## src/rtl/sp_ram_fifo_ctrl_pkg.sv

```systemverilog
// Shared definitions for the single-port-RAM FIFO controller: port-arbitration
// op encoding and the output-buffer room test used by the read request.
package sp_ram_fifo_ctrl_pkg;

    localparam logic [0:0] OP_READ  = 1'b0;
    localparam logic [0:0] OP_WRITE = 1'b1;

    // A read may be issued only if the 2-entry buffer can absorb it together
    // with any read already on its way back from the RAM.
    function automatic logic buf_has_room(input logic [1:0] occ, input logic inflight);
        return (occ == 2'd0) || ((occ == 2'd1) && !inflight);
    endfunction

endpackage

```

## src/rtl/sp_ram_fifo_ctrl_skid.sv

```systemverilog
// Two-entry output buffer for the FIFO controller; entry 0 is always the head,
// so the downstream data stays put until it is popped.
module fifo_out_skid #(
    parameter int DW = 8
) (
    input  logic          clk,
    input  logic          reset,
    input  logic          i_push,
    input  logic [DW-1:0] i_din,
    input  logic          i_pop,
    output logic [DW-1:0] o_dout,
    output logic          o_valid,
    output logic [1:0]    o_occ
);

    logic [DW-1:0] r_ent0;
    logic [DW-1:0] r_ent1;
    logic [1:0]    r_occ;
    logic          w_pop;

    assign w_pop = i_pop && (r_occ != 2'd0);

    always_ff @(posedge clk) begin
        if (reset) begin
            r_occ <= 2'd0;
        end else if (i_push && !w_pop) begin
            r_occ <= r_occ + 2'd1;
        end else if (!i_push && w_pop) begin
            r_occ <= r_occ - 2'd1;
        end
    end

    // Data entries carry no reset; occupancy alone says what is valid.
    always_ff @(posedge clk) begin
        if (w_pop) begin
            r_ent0 <= r_ent1;
            if (i_push) begin
                if (r_occ == 2'd1) r_ent0 <= i_din;
                else               r_ent1 <= i_din;
            end
        end else if (i_push) begin
            if (r_occ == 2'd0) r_ent0 <= i_din;
            else               r_ent1 <= i_din;
        end
    end

    assign o_dout  = r_ent0;
    assign o_valid = (r_occ != 2'd0);
    assign o_occ   = r_occ;

endmodule

```

## src/rtl/sp_ram_fifo_ctrl.sv

```systemverilog
// FIFO controller sharing one single-port RAM between writes and reads with
// round-robin arbitration; RAM read data lands in a 2-entry output buffer.
module sp_ram_fifo_ctrl
    import sp_ram_fifo_ctrl_pkg::*;
#(
    parameter int DW = 8,
    parameter int AW = 9
) (
    input  logic          clk,
    input  logic          reset,
    input  logic          s_valid,
    output logic          s_ready,
    input  logic [DW-1:0] s_data,
    output logic          m_valid,
    input  logic          m_ready,
    output logic [DW-1:0] m_data,
    output logic          ram_wr_en,
    output logic [AW-1:0] ram_addr,
    output logic [DW-1:0] ram_din,
    input  logic [DW-1:0] ram_dout,
    output logic [AW:0]   count,
    output logic          full,
    output logic          empty
);

    localparam int          DEPTH    = 2**AW;
    localparam logic [AW:0] FULL_CNT = (AW+1)'(DEPTH);

    logic [AW-1:0] r_wptr;
    logic [AW-1:0] r_rptr;
    logic [AW:0]   r_count;
    logic          r_rd_inflight;
    logic [0:0]    r_last_op;

    logic          w_full;
    logic          w_wr_req;
    logic          w_rd_req;
    logic          w_wr_gnt;
    logic          w_rd_gnt;
    logic          w_pop;
    logic          w_buf_valid;
    logic [1:0]    w_occ;

    assign w_full   = (r_count == FULL_CNT);
    assign w_wr_req = !reset && s_valid && !w_full;
    assign w_rd_req = !reset && (r_count != '0) && buf_has_room(w_occ, r_rd_inflight);

    // On contention the op that did not win last time gets the port.
    assign w_wr_gnt = w_wr_req && (!w_rd_req || (r_last_op == OP_READ));
    assign w_rd_gnt = w_rd_req && !w_wr_gnt;

    assign s_ready   = w_wr_gnt;
    assign ram_wr_en = w_wr_gnt;
    assign ram_addr  = reset ? '0 : (w_wr_gnt ? r_wptr : r_rptr);
    assign ram_din   = s_data;

    always_ff @(posedge clk) begin
        if (reset) begin
            r_wptr        <= '0;
            r_rptr        <= '0;
            r_count       <= '0;
            r_rd_inflight <= 1'b0;
            r_last_op     <= OP_READ;
        end else begin
            if (w_wr_gnt) r_wptr <= r_wptr + AW'(1);
            if (w_rd_gnt) r_rptr <= r_rptr + AW'(1);
            r_count       <= r_count + {{AW{1'b0}}, w_wr_gnt} - {{AW{1'b0}}, w_rd_gnt};
            r_rd_inflight <= w_rd_gnt;
            if (w_wr_gnt)      r_last_op <= OP_WRITE;
            else if (w_rd_gnt) r_last_op <= OP_READ;
        end
    end

    assign w_pop = w_buf_valid && m_ready;

    fifo_out_skid #(.DW(DW)) u_skid (
        .clk     (clk),
        .reset   (reset),
        .i_push  (r_rd_inflight),
        .i_din   (ram_dout),
        .i_pop   (w_pop),
        .o_dout  (m_data),
        .o_valid (w_buf_valid),
        .o_occ   (w_occ)
    );

    assign m_valid = w_buf_valid;
    assign count   = r_count;
    assign full    = w_full;
    assign empty   = (r_count == '0) && !r_rd_inflight && (w_occ == 2'd0);

endmodule

```

## config.mk

```make
export PLATFORM = sky130hd
export DESIGN_NAME = sp_ram_fifo_ctrl
export DESIGN_NICKNAME = d
export VERILOG_FILES = /design/src/rtl/sp_ram_fifo_ctrl_pkg.sv /design/src/rtl/sp_ram_fifo_ctrl_skid.sv /design/src/rtl/sp_ram_fifo_ctrl.sv
export SDC_FILE = /design/constraint.sdc
export NUM_CORES = 1
export LEC_CHECK = 0
export ABC_AREA = 1
export CORE_MARGIN = 2
export CORE_UTILIZATION = 47
export DETAILED_ROUTE_END_ITERATION = 10
export PLACE_DENSITY = 0.77
export SLEW_MARGIN = 20
export SYNTH_ARGS = -nofsm -noshare
export SYNTH_HDL_FRONTEND = slang
export SYNTH_SLANG_ARGS = --single-unit
```

## constraint.sdc

```tcl
create_clock -name clk -period 2.9 [get_ports clk]
set_input_delay 0.435 -clock clk [delete_from_list [all_inputs] [get_ports clk]]
set_output_delay 0.435 -clock clk [all_outputs]
set_load 0.03 [all_outputs]
```

# Word-level counts from Yosys, hierarchy flattened
# Index checks and enable logic that the tools add are counted.
word_totals:
  regBits: 48
  latchBits: 0
  ramBits: 0
  romBits: 0
  in_bits: 20
  wordCells: 66
  n_memories: 0
classes:
  addsub: 6
  multipliers: 0
  n_div: 0
  n_lt_le_gt_ge: 0
  eq_ne: 4
  shift: 0
  mux: 16
  bitwise_logic: 1
  reduce_logical: 31
ops:
  columns: ["cell", "n"]
  rows:
  - ["$mux 8", 10]
  - ["$add 9x1->9 const B", 2]
  - ["$mux 9", 2]
  - ["$logic_and 1x1->1", 13]
  - ["$add 10x1->10", 1]
  - ["$eq 10x10->1 const B", 1]
  - ["$logic_not 10->1", 1]
  - ["$reduce_bool 10->1", 1]
  - ["$reduce_bool 2->1", 5]
  - ["$sub 10x1->10", 1]
  - ["$logic_not 1->1", 6]
  - ["$mux 2", 2]
  - ["$reduce_and 3->1", 1]
  - ["$add 2x1->2 const B", 1]
  - ["$eq 2x1->1 const B", 1]
  - ["$logic_not 2->1", 1]
  - ["$logic_or 1x1->1", 2]
  - ["$mux 1", 2]
  - ["$ne 2x1->1 const B", 1]
  - ["$ne 2x2->1 const B", 1]
  - ["$reduce_and 2->1", 1]
  - ["$sub 2x1->2 const B", 1]
  - ["$not 1->1", 1]

# Longest topological paths before layout
# Gate-level depths: netlist of run 1.
logic_depth:
  ltp_word: 11
  ltp_mapped: 23

# Cells and area by module
# From an unflattened synthesis of run 1, not the netlist that was laid out.
unflattened:
  hier_cells: 396
  area_unflattened_um2: 3007.9
modules_own_cells:
  columns: ["mod", "n_inst", "cells_per_inst", "area_each_um2", "seq_area_each_um2"]
  rows:
  - ["sp_ram_fifo_ctrl", 1, 323, 2213.4, 600.6]
  - ["fifo_out_skid", 1, 73, 794.5, 520.5]

# Worst setup path after synthesis of run 1
# No wires, ideal clock.
synth_timing:
  path_type: "register to register"
  start: "register r_count[4] (netlist: count[4])"
  end: "register r_count[8] (netlist: count[8])"
  setup_ns: 0.115
  arrival_ns: 2.928
  required_ns: 2.785
  setup_slack_ns: -0.143
  stages_incl_launch_ff: 23
  n_path_buf: 1
  period_less_slack_ns: 3.043
  path_cell_list: "dfxtp_1 -> inv_1 -> ha_1 -> nand2_1 -> inv_1 -> nand3_1 -> nor2_4 -> nor2_8 -> nand2_4 -> buf_6 -> nand2_4 -> inv_1 -> ha_1 -> inv_1 -> ha_1 -> inv_1 -> fa_1 -> inv_1 -> nand3_1 -> nand3_1 -> nand4_1 -> a21oi_1 -> nor2_1"
synth_via:
  elab_cells_between_ends: 13
synth_lines:
  columns: ["item", "line", "rtl"]
  rows:
  - ["start, declared", "sp_ram_fifo_ctrl.sv:31", "logic [AW:0] r_count;"]
  - ["start signal, assigned", "sp_ram_fifo_ctrl.sv:67", "r_count <= r_count + {{AW{1'b0}}, w_wr_gnt} - {{AW{1'b0}}, w_rd_gnt};"]
  - ["$eq 10x10->1", "sp_ram_fifo_ctrl.sv:44", "assign w_full = (r_count == FULL_CNT);"]
  - ["named net full", "sp_ram_fifo_ctrl.sv:22", "output logic full,"]
  - ["$logic_not 1->1", "sp_ram_fifo_ctrl.sv:45", "assign w_wr_req = !reset && s_valid && !w_full;"]
  - ["$logic_and 1x1->1", "sp_ram_fifo_ctrl.sv:45", null]
  - ["$logic_and 1x1->1", "sp_ram_fifo_ctrl.sv:49", "assign w_wr_gnt = w_wr_req && (!w_rd_req || (r_last_op == OP_READ));"]
  - ["$logic_not 1->1", "sp_ram_fifo_ctrl.sv:50", "assign w_rd_gnt = w_rd_req && !w_wr_gnt;"]
  - ["$logic_and 1x1->1", "sp_ram_fifo_ctrl.sv:50", null]
  - ["named net w_rd_gnt", "sp_ram_fifo_ctrl.sv:39", "logic w_rd_gnt;"]
  - ["$sub 10x1->10", "sp_ram_fifo_ctrl.sv:67", null]
# The timed path passes the listed nets, and every way through them passes these cells.
# A chain may end at the register's enable or synchronous reset.

# Worst setup path in the final report of run 1
layout_timing:
  start: "register r_count[5] (netlist: count[5])"
  end: "register r_count[8] (netlist: count[8])"
layout_via:
  elab_chain_len: 9
  elab_cells_between_ends: 13
layout_rtl:
  columns: ["item", "line", "rtl"]
  rows:
  - ["$reduce_bool 10->1", "sp_ram_fifo_ctrl.sv:46", "assign w_rd_req = !reset && (r_count != '0) && buf_has_room(w_occ, r_rd_inflight);"]
  - ["$logic_and 1x1->1 (2 in a row)", "sp_ram_fifo_ctrl.sv:46", null]
  - ["$logic_not 1->1", "sp_ram_fifo_ctrl.sv:49", null]
  - ["$logic_or 1x1->1", "sp_ram_fifo_ctrl.sv:49", null]
  - ["$logic_and 1x1->1", "sp_ram_fifo_ctrl.sv:49", null]
  - ["$logic_not 1->1", "sp_ram_fifo_ctrl.sv:50", null]
  - ["$logic_and 1x1->1 *", "sp_ram_fifo_ctrl.sv:50", null]
  - ["named net w_rd_gnt", "sp_ram_fifo_ctrl.sv:39", null]
  - ["$sub 10x1->10 *", "sp_ram_fifo_ctrl.sv:67", null]
# The timed path passes the listed nets; every way through them passes the cells marked *.

==> impl_metrics.ini, run 1 <==
[die]
rows = 28
die_area_sq_mm = 0.00683
die_h_um = 82.6
ios = 60
core_area_sq_mm = 0.00596
start_util_pct = 48.8
die-width_um = 82.6

[synth]
synth.avg_cell_area_sq_um = 7.94
seq_area_frac_synth_pct = 38.6
ys_ff_latch = 48
synth_top_area_share_pct = 22.0
synth_top_cell_by_area = dfxtp_1
synth_edf_count = 16
synth.net_count = 407
synth_ff_type = dfxtp_1
synth_area_leaders = dfxtp_1 22%, edfxtp_1 17%, nand2_1 9.0%, ha_1 8.6%, inv_1 7.4%
syn_area_sq_mm = 0.00291
yosys_warnings = 0
async_flop_share_pct = 0
synth_cells = 366
synth_cell_types = 34

[flow_run]
drv_cap = 0

[clock_tree]
clk_latency_ns = 0.30
cts-buffers-inserted = 5
clk_pin_slew_ns = 0.09
cts_tree = done
cts_buffer_depth = 2
clock_sinks = 48
cts.hold.buffers_added = 0
h-tree-depth = 2
cts_root_buf = clkbuf_8

[setup_path]
critPathLaunchType = flip-flop
cp_max_fo = 3
required_ns = 3.14
arrival_ns = 2.98
critPathCaptureType = flip-flop
crit_type = reg -> reg

[timing]
finalSetupViolations = 0
maxSlewViolCount = 0
finalClockSkew_ns = 0.00825
relSlewSlack_pct = 73.8
hold_ws_ns = 0.495
period_needed_ns = 2.73
fin_crit_sh_pct = 94.2
worstMarginPinSlew_ns = 0.392
hold_viol_final = 0
max_freq_mhz = 366

[routing]
drt-total-wl_mm = 6.59
initialDrtViolationCount = 132
routedWlPerCell_um = 13.3
first_pass_iters = 4
vias = 2523
drc = 0
viasPerCell = 5.08
antenna_left = 0

[global_route]
grt_pass1_vias = 2336
track_usage_pct = 19.3
grt_max_degree = 39
antenna_found_initial = 0
overflow = 0
grt_pass1_wl_mm = 10.1

[finish]
drive_gt1_share_pct = 25.4
syn2layout_area_growth_pct = 27.9
layout_commonest_cell = nand2_1
final_nets = 462
layout_common_cells = 67 x nand2_1, 45 x inv_1, 33 x nand3_1
antennaDiodeCount = 0
final_area_sq_mm = 0.00372
filler_cell_count = 516

[power_and_ir_drop]
swShare_pct = 44.1
p_leak_nw = 1.60
ir_drop_mv = 0.656
switchingPower_mw = 1.62
intPower_mw = 2.05
comb_power_share_pct = 58.7
power.total_mw = 3.67
power_density_mw_per_mm2 = 988
pwr-share-seq_pct = 27.7
clock_power_share_pct = 13.6

[placement]
post_dp_cell_area_sq_mm = 0.00342
hpwl_mm = 4.67
globalplace.congestion = 0.855
io_buffers = 43

[min_path]
hold_path_class = reg -> reg

[status]
status = finished, final reports clean
kinds of logic (layout without fill, tap and decap cells):
kind of cell    Yosys count  in the layout  share of synthesized area, %
compound gates           51             51                          9.69
xor+xnor                  5              5                          1.51
fa+ha+maj                21             21                          9.30
buf+inv                  78            134                          12.4
flops                    48             48                          38.6
mux                       8              8                          3.10
simple gates            155            155                          25.5
cells in the mapped netlist (2+ instances only):
cell,count
nand2_1,70
clkbuf_1,3
nor2_1,29
buf_4,11
edfxtp_1,16
ha_1,20
o21ai_0,15
nand3_2,6
dfxtp_1,32
inv_1,57
nor3_1,4
xor2_1,4
o21ai_2,3
inv_2,4
nand3_1,36
mux2_2,8
nand4_1,2
a21oi_1,29
nand2_4,2
worst paths after layout:
| check | end | cells after the start | slack (ns) | startpoint |
|---|---|---|---|---|
| hold reg to reg | r_wptr[0]$_SDFFE_PP0P_ | 2 | 0.49 | r_wptr[0]$_SDFFE_PP0P_ |
| hold / removal | r_wptr[0]$_SDFFE_PP0P_ | 2 | 0.49 | r_wptr[0]$_SDFFE_PP0P_ |
| setup / recovery | count[8]$_SDFF_PP0_ | 22 | 0.17 | count[5]$_SDFF_PP0_ |
| setup reg to reg | count[8]$_SDFF_PP0_ | 22 | 0.17 | count[5]$_SDFF_PP0_ |
repair_timing:
| action | CTS | global route |
|---|---|---|
| setup buffers | 0 | 6 |
| endpoints found under the setup margin | 1 | 6 |
| pin swaps | 0 | 15 |
| gates resized for setup | 1 | 33 |
power groups by stage:
| stage | clock (mW) | sequential [mW] | combinational (mW) |
|---|---|---|---|
| after floorplan | 0 | 1.20 | 1.09 |
| after global placement | 0 | 1.01 | 1.81 |
| after detailed placement | 0 | 1.02 | 1.85 |
| after CTS | 0.510 | 1.00 | 1.89 |
| after global routing | 0.537 | 1.04 | 2.38 |
| final | 0.499 | 1.02 | 2.16 |
layer usage:
| metal | up-vias | GRT usage, % | part of all wire, % |
|---|---|---|---|
| li1 | 1285 | - | - |
| met3 | 14 | 4.46 | 4.7 |
| met1 | 1152 | 22.8 | 45 |
| met5 | - | 0 | 0 |
| met2 | 72 | 34.0 | 49 |
| met4 | 0 | 6.89 | 1.6 |
metrics by stage:
| stage | std cells | setup slack [ns] | setup TNS [ns] | utilization [%] |
|---|---|---|---|---|
| final | 497 | 0.169 | 0 | 62.4 |
| after global routing | 497 | -0.000985 | -0.000985 | 62.4 |
| after CTS | 491 | 0.00883 | 0 | 59.6 |
| after detailed placement | 483 | -0.173 | -0.307 | 57.5 |
| after global placement | 483 | -0.0355 | -0.0355 | 57.5 |
| after floorplan | 366 | 0.00376 | 0 | - |
worst max-delay path: stages (launching register included):
cell and delay, ns:
dfxtp_4 0.37, inv_4 0.06, ha_4 0.13, nand2_2 0.06, inv_2 0.09, nand3_2 0.09
nor2_4 0.19, nor2_8 0.07, nand2_4 0.07, nand2_4 0.06, inv_4 0.05, ha_4 0.19
inv_2 0.06, ha_4 0.13, inv_2 0.04, fa_2 0.37, inv_2 0.08, nand3_2 0.08
nand3_2 0.10, nand4_1 0.12, nand3_1 0.11, nand2_1 0.06, nor2_1 0.10
sequential cells by signal (all words and copies together) (netlist names):
register	cells
count	10
r_rptr	9
r_wptr	9
u_skid.o_dout	8
u_skid.r_ent1	8
u_skid.o_occ	2
r_last_op	1
r_rd_inflight	1
layout make-up:
class / count / area, sq um / area share (%)
Clock inverter: 3 / 47.5 / 1.28
Multi-Input combinational cell: 240 / 1550 / 41.8
Inverter: 61 / 239 / 6.43
Sequential cell: 48 / 1140 / 30.7
Tap cell: 75 / 93.8 / 2.53
Timing Repair Buffer: 65 / 572 / 15.4
Clock buffer: 5 / 68.8 / 1.85
Note: power is estimated with default switching activity, not from simulation.
==> run 2: changes to the inputs <==
==> constraint.sdc (replaced) <==
create_clock -name clk -period 2.9 [get_ports clk]
set_input_delay 0.435 -clock clk [delete_from_list [all_inputs] [get_ports clk]]
set_output_delay 0.435 -clock clk [all_outputs]
set_load 0.01 [all_outputs]
==> impl_metrics.ini, run 2 (synthesized netlist as in run 1, its figures left out) <==
[setup_path]
crit_type = reg -> reg
r2r_cells = 19
critPathMostFrequentCell = inv_1
cp_max_fo = 4
cp_slowest_cell = dfxtp_1
critPathCaptureType = flip-flop
path_cells = inv_1 > ha_1 > nand3_2 > nor2_4 > nor2_8 > nand2_4 > nand2_4 > inv_1 > ha_1 > inv_1 > ha_2 > inv_1 > fa_2 > inv_2 > nand3_1 > nand3_2 > nand4_1 > a21oi_1 > nor2_1
slowest_delay_ns = 0.34
required_ns = 3.10
regToRegSetupSlack_ns = 0.11
arrival_ns = 3.00
critPathLaunchType = flip-flop

[routing]
initialDrtViolationCount = 115
vias = 2501
first_pass_iters = 4
routedWlPerCell_um = 12.2
drt-total-wl_mm = 6.05
drc = 0
antenna_left = 0
viasPerCell = 5.06

[power_and_ir_drop]
comb_power_share_pct = 53.9
power_density_mw_per_mm2 = 885
ir_drop_mv = 0.374
pwr-share-seq_pct = 30.7
intPower_mw = 1.90
p_leak_nw = 1.61
switchingPower_mw = 1.30
swShare_pct = 40.5
clock_power_share_pct = 15.5

[global_route]
grt_pass1_vias = 2197
grt_pass1_wl_mm = 9.38
overflow = 0
grt_max_degree = 32
track_usage_pct = 17.6
antenna_found_initial = 0

[timing]
maxSlewViolCount = 0
hold_viol_final = 0
period_needed_ns = 2.79
timing.final.ws_setup_ns = 0.108
max_freq_mhz = 358
fin_crit_sh_pct = 96.3
finalSetupViolations = 0
worstMarginPinSlew_ns = 0.429
relSlewSlack_pct = 71.3
rsz0062_at_grt = true
setup_tns_ns = 0
finalClockSkew_ns = 0.00979

[placement]
hpwl_mm = 4.44
io_buffers = 43
globalplace.congestion = 0.833
placed_cells_incl_taps = 484
preCtsSetupSlack_ns = -0.197

[finish]
antennaDiodeCount = 0
final_cell_count_no_fill = 494
layout_common_cells = 70 x nand2_1, 55 x inv_1, 38 x clkdlybuf4s50_1
largest_reg_flops = 10
layout_commonest_cell = nand2_1
drive_gt1_share_pct = 15.5
syn2layout_area_growth_pct = 24.3
final_nets = 459

[die]
rows = 28
ios = 60
die_area_sq_mm = 0.00683
start_util_pct = 48.8
die_h_um = 82.6
core_area_sq_mm = 0.00596
die-width_um = 82.6

[clock_tree]
clk_pin_slew_ns = 0.09
cts_buffer_depth = 2
cts.hold.buffers_added = 0
cts_tree = done
cts_root_buf = clkbuf_8
cts-buffers-inserted = 5
clock_sinks = 48
h-tree-depth = 2
clk_latency_ns = 0.30

[flow_run]
drv_cap = 0

[status]
status = finished, final reports clean

[min_path]
holdPathStages = 2
hold_path_class = reg -> reg
-- run 2: path summary, 6_finish.rpt --
path                                             start                endpoint
worst max-delay path               count[2]$_SDFF_PP0_     count[8]$_SDFF_PP0_
worst min-delay path            r_wptr[0]$_SDFFE_PP0P_  r_wptr[0]$_SDFFE_PP0P_
worst max register to register     count[2]$_SDFF_PP0_     count[8]$_SDFF_PP0_
worst min register to register  r_wptr[0]$_SDFFE_PP0P_  r_wptr[0]$_SDFFE_PP0P_
-- run 2: power groups by stage --
| stage | clock network (mW) | logic, mW | registers, mW |
|---|---|---|---|
| floorplan | 0 | 1.03 | 1.03 |
| global placement | 0 | 1.60 | 0.987 |
| detailed placement | 0 | 1.65 | 0.993 |
| CTS | 0.507 | 1.66 | 0.980 |
| global route | 0.533 | 1.92 | 0.998 |
| finish | 0.494 | 1.72 | 0.981 |
-- run 2: through the flow --
stage               hold WS [ns]  instance area [sq um]  power [mW]  util [%]
floorplan                  0.453                   2910        2.06         -
global placement           0.468                   3430        2.59      57.6
detailed placement         0.480                   3430        2.64      57.6
CTS                        0.492                   3550        3.15      59.6
global route               0.503                   3610        3.45      60.7
finish                     0.492                   3610        3.20      60.7
-- run 2: layout make-up --
cell class,instances,area [sq um]
clock inverters,3,47.5
clock buffers,5,68.8
repair buffers,62,601
inverters,61,229
fillers,552,2340
multi-input cells,240,1450
flip-flops and latches,48,1120
well taps,75,93.8
-- run 2: repair_timing --
| action | 4_1_cts | 5_1_grt |
|---|---|---|
| gates cloned | 0 | 1 |
| endpoints found under the setup margin | 8 | 9 |
| pin swaps | 0 | 3 |
| setup buffers | 0 | 1 |
| gates resized for setup | 7 | 10 |
-- run 2: per-layer routing --
layer	up-vias	share of wire (%)	global-route usage [%]
met4	0	0.98	5.08
met3	6	5.9	3.04
met2	85	46	29.9
li1	1278	-	-
met1	1132	47	23.0
met5	-	0	0
-- run 2: worst max-delay path, delay by kind of cell (launching register included) --
kind / cells / cell delay (ns)
flops: 1 / 0.34
compound gates: 1 / 0.17
buf+inv: 5 / 0.32
simple gates: 9 / 0.87
fa+ha+maj: 4 / 0.99
